**src/rtl/mips_pkg.sv**
```systemverilog
// Shared encodings for the multicycle MIPS control path and the ALU.
package mips_pkg;

  // Opcode field IR[31:26]
  localparam logic [5:0] OP_RTYPE = 6'h00;
  localparam logic [5:0] OP_J     = 6'h02;
  localparam logic [5:0] OP_BEQ   = 6'h04;
  localparam logic [5:0] OP_ADDI  = 6'h08;
  localparam logic [5:0] OP_LW    = 6'h23;
  localparam logic [5:0] OP_SW    = 6'h2B;

  // Function field IR[5:0] for R-type
  localparam logic [5:0] FN_ADD = 6'h20;
  localparam logic [5:0] FN_SUB = 6'h22;
  localparam logic [5:0] FN_AND = 6'h24;
  localparam logic [5:0] FN_OR  = 6'h25;
  localparam logic [5:0] FN_NOR = 6'h27;
  localparam logic [5:0] FN_SLT = 6'h2A;

  // ALU operation encoding
  localparam logic [2:0] ALU_ADD = 3'b000;
  localparam logic [2:0] ALU_SUB = 3'b001;
  localparam logic [2:0] ALU_AND = 3'b010;
  localparam logic [2:0] ALU_OR  = 3'b011;
  localparam logic [2:0] ALU_NOR = 3'b100;
  localparam logic [2:0] ALU_SLT = 3'b101;

  // ALU B operand select
  localparam logic [1:0] SRCB_REGB  = 2'b00;
  localparam logic [1:0] SRCB_FOUR  = 2'b01;
  localparam logic [1:0] SRCB_IMM   = 2'b10;
  localparam logic [1:0] SRCB_IMMSH = 2'b11;

  // Next-PC select
  localparam logic [1:0] PCSRC_ALU    = 2'b00;
  localparam logic [1:0] PCSRC_ALUOUT = 2'b01;
  localparam logic [1:0] PCSRC_JUMP   = 2'b10;

  typedef enum logic [3:0] {
    S_FETCH,
    S_DECODE,
    S_MEMADR,
    S_MEMREAD,
    S_MEMWB,
    S_MEMWRITE,
    S_EXECUTE,
    S_ALUWB,
    S_BRANCH,
    S_ADDIEXEC,
    S_ADDIWB,
    S_JUMP
  } state_t;

  // Per-state control word; pcWrite/branch are internal, combined into pcEn
  typedef struct packed {
    logic       pcWrite;
    logic       branch;
    logic       irWrite;
    logic       memWrite;
    logic       regWrite;
    logic       iOrD;
    logic       regDst;
    logic       memToReg;
    logic       aluSrcA;
    logic [1:0] aluSrcB;
    logic [1:0] pcSrc;
    logic [2:0] aluControl;
  } ctrl_t;

endpackage

```
**src/rtl/mips_mc_controller_if.sv**
```systemverilog
// Controller <-> datapath bundle: instruction fields and flags in, controls out.
interface mips_mc_controller_if #(parameter int CNT_W = 32);
  logic [5:0]       op;
  logic [5:0]       funct;
  logic             zero;
  logic             memReady;
  logic             pcEn;
  logic             irWrite;
  logic             memWrite;
  logic             regWrite;
  logic             iOrD;
  logic             regDst;
  logic             memToReg;
  logic             aluSrcA;
  logic [1:0]       aluSrcB;
  logic [1:0]       pcSrc;
  logic [2:0]       aluControl;
  logic             retire;
  logic             illegal;
  logic [CNT_W-1:0] instrCount;

  // Controller side
  modport master (
    input  op, funct, zero, memReady,
    output pcEn, irWrite, memWrite, regWrite, iOrD, regDst, memToReg,
           aluSrcA, aluSrcB, pcSrc, aluControl, retire, illegal, instrCount
  );

  // Datapath side
  modport slave (
    output op, funct, zero, memReady,
    input  pcEn, irWrite, memWrite, regWrite, iOrD, regDst, memToReg,
           aluSrcA, aluSrcB, pcSrc, aluControl, retire, illegal, instrCount
  );
endinterface

```
**src/rtl/mips_mc_controller_alu_decoder.sv**
```systemverilog
// R-type funct to ALU operation, with a legality flag for unsupported functs.
module alu_decoder
  import mips_pkg::*;
(
  input  logic [5:0] funct,
  output logic [2:0] aluControl,
  output logic       legal
);

  // Pure lookup; unknown functs decode to add but are flagged illegal
  always_comb begin
    aluControl = ALU_ADD;
    legal      = 1'b1;
    case (funct)
      FN_ADD:  aluControl = ALU_ADD;
      FN_SUB:  aluControl = ALU_SUB;
      FN_AND:  aluControl = ALU_AND;
      FN_OR:   aluControl = ALU_OR;
      FN_NOR:  aluControl = ALU_NOR;
      FN_SLT:  aluControl = ALU_SLT;
      default: legal      = 1'b0;
    endcase
  end

endmodule

```
**src/rtl/mips_mc_controller.sv**
```systemverilog
// Multicycle MIPS control unit: Moore FSM sequencing fetch/decode/execute/
// memory/writeback, with retire/illegal pulses and a retired-instruction count.
module mips_mc_controller
  import mips_pkg::*;
#(
  parameter bit MEM_WAIT_EN = 1'b1,
  parameter int CNT_W       = 32
)(
  input  logic                  clk,
  input  logic                  reset_n,
  mips_mc_controller_if.master  bus
);

  state_t           state, nextState;
  ctrl_t            ctrl;
  logic             memRdy;
  logic [2:0]       decAlu;
  logic             decLegal;
  logic [2:0]       aluCtrlReg;
  logic             isLoad;
  logic             opLegal;
  logic             retireNext, illegalNext;
  logic             retireQ, illegalQ;
  logic [CNT_W-1:0] cntQ;

  // With waiting disabled, memory is assumed to answer in one cycle
  assign memRdy = MEM_WAIT_EN ? bus.memReady : 1'b1;

  alu_decoder u_dec (
    .funct      (bus.funct),
    .aluControl (decAlu),
    .legal      (decLegal)
  );

  // Opcode legality; R-type additionally needs a supported funct
  always_comb begin
    opLegal = 1'b0;
    case (bus.op)
      OP_RTYPE: opLegal = decLegal;
      OP_LW, OP_SW, OP_BEQ, OP_ADDI, OP_J: opLegal = 1'b1;
      default: opLegal = 1'b0;
    endcase
  end

  // State register
  always_ff @(posedge clk or negedge reset_n) begin
    if (!reset_n) state <= S_FETCH;
    else          state <= nextState;
  end

  // IR fields are only trusted in DECODE; capture what later states need
  always_ff @(posedge clk or negedge reset_n) begin
    if (!reset_n) begin
      aluCtrlReg <= ALU_ADD;
      isLoad     <= 1'b0;
    end else if (state == S_DECODE) begin
      aluCtrlReg <= decAlu;
      isLoad     <= (bus.op == OP_LW);
    end
  end

  // Next-state logic
  always_comb begin
    nextState = S_FETCH;
    case (state)
      S_FETCH:    nextState = memRdy ? S_DECODE : S_FETCH;
      S_DECODE: begin
        if (!opLegal) nextState = S_FETCH;
        else begin
          case (bus.op)
            OP_LW, OP_SW: nextState = S_MEMADR;
            OP_RTYPE:     nextState = S_EXECUTE;
            OP_BEQ:       nextState = S_BRANCH;
            OP_ADDI:      nextState = S_ADDIEXEC;
            OP_J:         nextState = S_JUMP;
            default:      nextState = S_FETCH;
          endcase
        end
      end
      S_MEMADR:   nextState = isLoad ? S_MEMREAD : S_MEMWRITE;
      S_MEMREAD:  nextState = memRdy ? S_MEMWB : S_MEMREAD;
      S_MEMWRITE: nextState = memRdy ? S_FETCH : S_MEMWRITE;
      S_EXECUTE:  nextState = S_ALUWB;
      S_ADDIEXEC: nextState = S_ADDIWB;
      default:    nextState = S_FETCH;
    endcase
  end

  // Moore control word per state; FETCH load enables follow memReady
  always_comb begin
    ctrl = '0;
    case (state)
      S_FETCH: begin
        ctrl.aluSrcB    = SRCB_FOUR;
        ctrl.aluControl = ALU_ADD;
        ctrl.pcSrc      = PCSRC_ALU;
        ctrl.irWrite    = memRdy;
        ctrl.pcWrite    = memRdy;
      end
      S_DECODE: begin
        ctrl.aluSrcB    = SRCB_IMMSH;
        ctrl.aluControl = ALU_ADD;
      end
      S_MEMADR: begin
        ctrl.aluSrcA    = 1'b1;
        ctrl.aluSrcB    = SRCB_IMM;
        ctrl.aluControl = ALU_ADD;
      end
      S_MEMREAD:  ctrl.iOrD = 1'b1;
      S_MEMWB: begin
        ctrl.memToReg = 1'b1;
        ctrl.regWrite = 1'b1;
      end
      S_MEMWRITE: begin
        ctrl.iOrD     = 1'b1;
        ctrl.memWrite = 1'b1;
      end
      S_EXECUTE: begin
        ctrl.aluSrcA    = 1'b1;
        ctrl.aluSrcB    = SRCB_REGB;
        ctrl.aluControl = aluCtrlReg;
      end
      S_ALUWB: begin
        ctrl.regDst   = 1'b1;
        ctrl.regWrite = 1'b1;
      end
      S_BRANCH: begin
        ctrl.aluSrcA    = 1'b1;
        ctrl.aluSrcB    = SRCB_REGB;
        ctrl.aluControl = ALU_SUB;
        ctrl.pcSrc      = PCSRC_ALUOUT;
        ctrl.branch     = 1'b1;
      end
      S_ADDIEXEC: begin
        ctrl.aluSrcA    = 1'b1;
        ctrl.aluSrcB    = SRCB_IMM;
        ctrl.aluControl = ALU_ADD;
      end
      S_ADDIWB:   ctrl.regWrite = 1'b1;
      S_JUMP: begin
        ctrl.pcSrc   = PCSRC_JUMP;
        ctrl.pcWrite = 1'b1;
      end
      default: ctrl = '0;
    endcase
  end

  // Completing states; the pulse appears one cycle later
  assign retireNext  = (state == S_MEMWB) || (state == S_ALUWB) ||
                       (state == S_BRANCH) || (state == S_ADDIWB) ||
                       (state == S_JUMP) || ((state == S_MEMWRITE) && memRdy);
  assign illegalNext = (state == S_DECODE) && !opLegal;

  // Registered pulses and the wrapping retired-instruction counter
  always_ff @(posedge clk or negedge reset_n) begin
    if (!reset_n) begin
      retireQ  <= 1'b0;
      illegalQ <= 1'b0;
      cntQ     <= '0;
    end else begin
      retireQ  <= retireNext;
      illegalQ <= illegalNext;
      if (retireNext) cntQ <= cntQ + CNT_W'(1);
    end
  end

  // Write enables are gated by reset so nothing commits while it is held
  assign bus.pcEn       = reset_n & (ctrl.pcWrite | (ctrl.branch & bus.zero));
  assign bus.irWrite    = reset_n & ctrl.irWrite;
  assign bus.memWrite   = reset_n & ctrl.memWrite;
  assign bus.regWrite   = reset_n & ctrl.regWrite;
  assign bus.iOrD       = ctrl.iOrD;
  assign bus.regDst     = ctrl.regDst;
  assign bus.memToReg   = ctrl.memToReg;
  assign bus.aluSrcA    = ctrl.aluSrcA;
  assign bus.aluSrcB    = ctrl.aluSrcB;
  assign bus.pcSrc      = ctrl.pcSrc;
  assign bus.aluControl = ctrl.aluControl;
  assign bus.retire     = retireQ;
  assign bus.illegal    = illegalQ;
  assign bus.instrCount = cntQ;

endmodule

```
**src/flat_wrapper.sv**
```systemverilog
// flat-port wrapper written by rule: the top's interface ports become plain ports
module mips_mc_controller_flat import mips_pkg::*;
#(
  parameter bit MEM_WAIT_EN = 1'b1,
  parameter int CNT_W       = 32
)
  (clk, reset_n, bus_op, bus_funct, bus_zero, bus_memReady, bus_pcEn, bus_irWrite, bus_memWrite, bus_regWrite, bus_iOrD, bus_regDst, bus_memToReg, bus_aluSrcA, bus_aluSrcB, bus_pcSrc, bus_aluControl, bus_retire, bus_illegal, bus_instrCount);
  mips_mc_controller_if #(.CNT_W(CNT_W)) bus_i ();
  input  logic clk;
  input  logic reset_n;
  input wire logic [$bits(bus_i.op)-1:0] bus_op;
  input wire logic [$bits(bus_i.funct)-1:0] bus_funct;
  input wire logic [$bits(bus_i.zero)-1:0] bus_zero;
  input wire logic [$bits(bus_i.memReady)-1:0] bus_memReady;
  output wire logic [$bits(bus_i.pcEn)-1:0] bus_pcEn;
  output wire logic [$bits(bus_i.irWrite)-1:0] bus_irWrite;
  output wire logic [$bits(bus_i.memWrite)-1:0] bus_memWrite;
  output wire logic [$bits(bus_i.regWrite)-1:0] bus_regWrite;
  output wire logic [$bits(bus_i.iOrD)-1:0] bus_iOrD;
  output wire logic [$bits(bus_i.regDst)-1:0] bus_regDst;
  output wire logic [$bits(bus_i.memToReg)-1:0] bus_memToReg;
  output wire logic [$bits(bus_i.aluSrcA)-1:0] bus_aluSrcA;
  output wire logic [$bits(bus_i.aluSrcB)-1:0] bus_aluSrcB;
  output wire logic [$bits(bus_i.pcSrc)-1:0] bus_pcSrc;
  output wire logic [$bits(bus_i.aluControl)-1:0] bus_aluControl;
  output wire logic [$bits(bus_i.retire)-1:0] bus_retire;
  output wire logic [$bits(bus_i.illegal)-1:0] bus_illegal;
  output wire logic [$bits(bus_i.instrCount)-1:0] bus_instrCount;
  assign bus_i.op = bus_op;
  assign bus_i.funct = bus_funct;
  assign bus_i.zero = bus_zero;
  assign bus_i.memReady = bus_memReady;
  assign bus_pcEn = bus_i.pcEn;
  assign bus_irWrite = bus_i.irWrite;
  assign bus_memWrite = bus_i.memWrite;
  assign bus_regWrite = bus_i.regWrite;
  assign bus_iOrD = bus_i.iOrD;
  assign bus_regDst = bus_i.regDst;
  assign bus_memToReg = bus_i.memToReg;
  assign bus_aluSrcA = bus_i.aluSrcA;
  assign bus_aluSrcB = bus_i.aluSrcB;
  assign bus_pcSrc = bus_i.pcSrc;
  assign bus_aluControl = bus_i.aluControl;
  assign bus_retire = bus_i.retire;
  assign bus_illegal = bus_i.illegal;
  assign bus_instrCount = bus_i.instrCount;
  mips_mc_controller #(.MEM_WAIT_EN(MEM_WAIT_EN), .CNT_W(CNT_W)) u_core (.clk(clk), .reset_n(reset_n), .bus(bus_i));
endmodule
```
**config.mk**
```make
export PLATFORM = sky130hd
export DESIGN_NAME = mips_mc_controller_flat
export DESIGN_NICKNAME = d
export VERILOG_FILES = /design/src/rtl/mips_pkg.sv /design/src/rtl/mips_mc_controller_if.sv /design/src/rtl/mips_mc_controller_alu_decoder.sv /design/src/rtl/mips_mc_controller.sv /design/src/flat_wrapper.sv
export SDC_FILE = /design/constraint.sdc
export NUM_CORES = 1
export LEC_CHECK = 0
export ABC_AREA = 1
export CAP_MARGIN = 10
export CORE_UTILIZATION = 30
export DETAILED_ROUTE_END_ITERATION = 12
export GPL_TIMING_DRIVEN = 0
export PLACE_DENSITY = 0.51
export REMOVE_ABC_BUFFERS = 1
export SLEW_MARGIN = 25
export SYNTH_ARGS = -nofsm -noshare
export SYNTH_HDL_FRONTEND = slang
export SYNTH_HIERARCHICAL = 1
export SYNTH_SLANG_ARGS = --single-unit
```
**constraint.sdc**
```tcl
create_clock -name clk -period 1.7 [get_ports clk]
set_clock_uncertainty 0.2 [all_clocks]
set_input_delay 0.255 -clock clk [delete_from_list [all_inputs] [get_ports clk]]
set_output_delay 0.255 -clock clk [all_outputs]
set_load 0.1 [all_outputs]
```
### Word-level counts from Yosys, hierarchy flattened

Cells that the tools add are included.

| word-level totals | value |
|---|---|
| bits in registers | 42 |
| input port bits | 16 |
| output and inout port bits | 49 |
| logic and storage cells | 74 |

| operators by class | value |
|---|---|
| $add $sub $neg | 1 |
| eq/ne operators | 22 |
| multiplexer cells | 22 |
| bitwise logic cells | 6 |
| reductions and logical operators | 17 |

Operators with widths:

| cell | count |
|---|---|
| equality test 6 bit (second input constant) | 8 |
| adder 32 x 1 -> 32 bit (second input constant) | 1 |
| one-hot mux 4 bit (7 select lines) | 1 |
| one-hot mux 4 bit (5 select lines) | 1 |
| equality test 4 x 3 -> 1 bit (second input constant) | 4 |
| equality test 4 bit (second input constant) | 4 |
| one-hot mux 3 bit (5 select lines) | 1 |
| two-way mux 1 bit | 10 |
| two-way mux 3 bit | 3 |
| equality test 4 x 2 -> 1 bit (second input constant) | 2 |
| equality test 6 x 2 -> 1 bit (second input constant) | 1 |
| equality test 6 x 3 -> 1 bit (second input constant) | 1 |
| equality test 6 x 4 -> 1 bit (second input constant) | 1 |
| logical NOT 6 bit | 1 |
| one-hot mux 2 bit (3 select lines) | 1 |
| one-hot mux 3 bit (2 select lines) | 1 |
| OR reduction 2 bit | 3 |
| OR reduction 6 bit | 1 |
| AND 1 bit | 5 |
| logical OR 1 bit | 5 |
| OR reduction 5 bit | 1 |
| equality test 4 x 1 -> 1 bit (second input constant) | 1 |
| logical NOT 4 bit | 1 |
| two-way mux 4 bit | 1 |
| other kinds (7) | 9 |

### Longest topological paths before layout

| depth | value |
|---|---|
| depth in word-level cells | 6 |
| gate-level depth with buffers | 10 |
| depth with buffers taken out | 10 |

### Cells and area by module

The synthesis kept the hierarchy.

By module, submodules not included:

| module | instances | cells an instance | area an instance (sq um) | sequential area each (sq um) |
|---|---|---|---|---|
| mips_mc_controller | 1 | 457 | 2,837.7 | 1,051.0 |
| alu_decoder | 1 | 26 | 131.4 | 0.0 |

### Worst setup path after synthesis

OpenSTA, ideal clock, no wires.

| timing | value |
|---|---|
| path kind | register to output |
| start point | register u_core.state[1] |
| end point | output port bus_pcEn |
| arrival time | 2,929 ps |
| required time | 1,245 ps |
| slack | -1,684 ps |
| stages on the path, launching flop included | 6 |
| buffers on the path | 0 |
| cells stage by stage | dfrtp_1 -> nor2_1 -> nand2_2 -> inv_1 -> nand2_1 -> a31oi_1 |

| between the ends | value |
|---|---|
| longest elaborated chain between the ends | 5 |
| elaborated cells between the ends (all ways) | 8 |
| classes of those cells | 2 x eq/ne; 2 x mux; 3 x bitwise; 1 x reduce/logical |

RTL lines:

| element | line | source |
|---|---|---|
| start: declaration | mips_mc_controller.sv:14 | `state_t state, nextState;` |
| start signal: assignment | mips_mc_controller.sv:48 | `else state <= nextState;` |
| equality test 4 bit | mips_mc_controller.sv:92 | `case (state)` |
| two-way mux 1 bit | mips_mc_controller.sv:92 |  |
| AND 1 bit | mips_mc_controller.sv:168 | `assign bus.pcEn = reset_n & (ctrl.pcWrite \| (ctrl.branch & bus.zero));` |
| bitwise OR 1 bit * | mips_mc_controller.sv:168 |  |
| AND 1 bit * | mips_mc_controller.sv:168 |  |
| end: declaration | flat_wrapper.sv:15 | `output wire logic [$bits(bus_i.pcEn)-1:0] bus_pcEn;` |

Every way passes the cells marked *; elsewhere a longest branch is shown, timed or not.

### Worst setup path after layout

Ends and elaborated chain as after synthesis.

==> results by group <==
Placed design
  • GP Congestion: about 0.87
  • Placed Area: about 3700 um2
  • HPWL reported at the end of detailed placement: 6050 um
  • Buffers on Ports: 64
  • Placed cells: approximately 670

Clock network
  • TritonCTS Sinks: 42
  • CTS tree: yes
  • Max clock buf depth: 2
  • Root Driver: clkbuf_8
  • Worst skew pair latency: 0.30 ns
  • H-tree depth: 2
  • Num CTS Buffers: 5
  • Clk slew on worst S/H paths: 0.09 ns

Worst setup path
  • Cell breakdown of the critical path: nor2_4 > nand2_2 > inv_2 > nand2_2 > a31oi_4 > buf_12
  • CP arrival: around 1.6 ns
  • Startpoint types: register
  • Crit-path leading delay family: flip-flops
  • CP required: roughly 1.2 ns
  • CP max stage cell: dfrtp_2
  • Top cell by count, worst path: nand2_2
  • R2r setup slk: -0.26 ns
  • R2R cell count: 10
  • R2R Path Start: u_core/state[0]
  • FF-to-FF End: u_core/bus.instrCount[12]
  • Crit path max fanout: 5
  • WP buf/inv: 2
  • CP max stage delay: ~0.5 ns
  • CP Capture Type: primary output
  • Kind of critical path: register to primary output

Floorplanning
  • Die width: just over 100 um
  • Initial Util: about a third
  • # rows: 35
  • Die ar.: approximately 10000 um2
  • DIE HEIGHT: 101 um
  • Ports: 65
  • Total core area: roughly 9400 um2

Timing
  • Worst slew margin: around 63%
  • Worst Tran Pin Value: about 0.55 ns
  • Final setup fails: 48
  • Final worst slack: -0.342 ns
  • Final slew viol count: 0
  • FMAX: around 490 MHz
  • Fin crit period: 2.04 ns
  • Hold Slack: roughly 0.019 ns
  • RSZ-0062 raised after global routing: yes
  • Hold Fails Final Rpt: 0
  • Period utilization: 120%

Route
  • Vias/cell: approximately 4.6
  • Iter 0 DRT Violations: ~150
  • Mean routed wirelength per cell: 12.7 um
  • Total Wirelength: slightly below 9000 um
  • Via count: 3200
  • Pre-antenna DRT Iters: 4
  • Post-route ant nets: 0
  • DRC violations left: 0

Final layout
  • Final Core Density: 45.8%
  • Share of cells above drive strength 1: roughly 25%
  • Commonest cells after routing, fill and taps aside: nand2_1, nor2_1, inv_1
  • Ant. Diodes: 0
  • P&R area growth vs syn: 45.3%
  • Layout Cells excl Fill: approximately 700
  • Most common cell after layout, fill and taps aside: nand2_1
  • # nets final: 586
  • Fillers: slightly below 1000
  • Cell area after layout: ~4300 um2

Global routing
  • Total grt overflow: 0
  • Initial antenna violation count: 0
  • Vias in the first global route: roughly 2900
  • Total track usage: between 10% and 20%
  • Pin count of the biggest net entering global routing: 42
  • Global-route wire length before repair: between 10000 and 15000 um

Outcome
  • Failing checks: setup timing
  • Outcome: finished with violations

Synthesis
  • Synthesized instance count: 483
  • Cell Area, Synth: around 3000 um2
  • Mean area per synthesized cell: 6.15 um2
  • Synth unique cells: 27
  • Synthesized flop and latch total: between 40 and 50
  • Synth warn: 6
  • Register area share after synthesis: 35.4%

Power
  • Pwr Total: roughly 0.0029 W
  • Peak VDD IR: approximately 0.00033 V
  • Pwr Density: between 600 and 700 nW/um2
  • Lkg Pwr: ~2.1 nW

Job
  • Max-cap violations: 0

Hold path
  • Class of the worst hold path: input pin to asynchronous set/reset pin
[per-stage QoR]
step                setup slack [ns]  setup TNS (ns)
floorplan                      -1.68          -22.65
global placement               -2.68          -91.44
detailed placement             -1.13          -38.57
CTS                           -0.339          -15.18
global route                  -0.426          -15.07
finish                        -0.342          -10.77
[cells in the mapped netlist]
cell	n	area [um2]
nand2_1	208	781
nor2_1	76	285
inv_1	55	206
dfrtp_1	42	1050
nand3_1	30	150
o21ai_0	18	90.1
xor2_1	11	96.3
nor2_2	10	62.6
inv_2	5	18.8
nor2_4	4	45.0
a21oi_1	3	15.0
buf_6	3	33.8
buf_4	2	15.0
nand4_1	2	12.5
nor3b_1	2	15.0
a31oi_1	1	6.26
and2_1	1	6.26
buf_2	1	5.00
ha_1	1	12.5
nand2_2	1	6.26
nand2_4	1	11.3
nand3_2	1	10.0
nand3b_1	1	7.51
nor3_1	1	5.00
o211ai_1	1	7.51
o21ai_1	1	5.00
xnor2_1	1	8.76
[logic make-up after synthesis]
| logic type | share of synthesized area [%] |
|---|---|
| adder cells (fa/ha/maj) | 0.421 |
| AND/OR/NAND/NOR | 47.1 |
| AO/OA/AOI/OAI | 4.17 |
| flip-flops | 35.4 |
| XOR/XNOR | 3.54 |
| buffers and inverters | 9.40 |
[routing by layer]
| metal | wire length, um | global-route usage (%) | up-vias |
|---|---|---|---|
| li1 | - | - | 1641 |
| met1 | 3920 | 20.8 | 1462 |
| met2 | 4470 | 29.5 | 85 |
| met3 | 352 | 2.83 | 12 |
| met4 | 131 | 5.35 | 0 |
| met5 | 0 | 0 | - |
[worst min-delay path, cell delays in order]
cell    delay (ns)
buf_4         0.10
buf_12        0.10
buf_12        0.10
buf_2         0.43
[power by group]
part / internal [W] / switching [W] / total, W
Clock: 0.000438 / 0.000389 / 0.000827
Sequential: 0.00105 / 0.0000680 / 0.00112
Combinational: 0.000251 / 0.000657 / 0.000908
Total: 0.00174 / 0.00111 / 0.00285
[flip-flops by register name, summed over array words and instances, names as in the netlist]
| signal | flops |
|---|---|
| u_core/isLoad | 1 |
| u_core/aluCtrlReg | 3 |
| u_core/state | 4 |
| u_core/bus.illegal | 1 |
| u_core/bus.retire | 1 |
| u_core/bus.instrCount | 32 |
[timing repair]
| item | in CTS | in global routing |
|---|---|---|
| gates cloned | 0 | 1 |
| hold buffers | 3 | 1 |
| setup buffers | 5 | 10 |
| resized for setup | 324 | 77 |
| endpoints found under the setup margin | 82 | 62 |
| hold endpoints to repair | 42 | 20 |
| pin swaps | 6 | 18 |
[how the worst max path moves through the flow]
stage,start,endpoint,depth (start not counted)
2_1_floorplan,u_core/state[1],bus_pcEn,5
3_3_place_gp,reset_n,bus_pcEn,4
3_5_place_dp,reset_n,bus_pcEn,5
4_1_cts,u_core/state[3],bus_pcEn,7
5_1_grt,u_core/state[1],bus_pcEn,5
6_report,u_core/state[1],bus_pcEn,6
[area by class of cell]
cell class              instances  area [um2]  share of cell area (%)
repair buffers                 84         871                    20.2
well taps                     129         161                    3.74
clock inverters                 3        45.0                    1.04
inverters                      60         245                    5.68
clock buffers                   5        68.8                    1.60
multi-input cells             376        1870                    43.2
flip-flops and latches         42        1060                    24.5
Note: power is estimated with default switching activity, not from simulation.
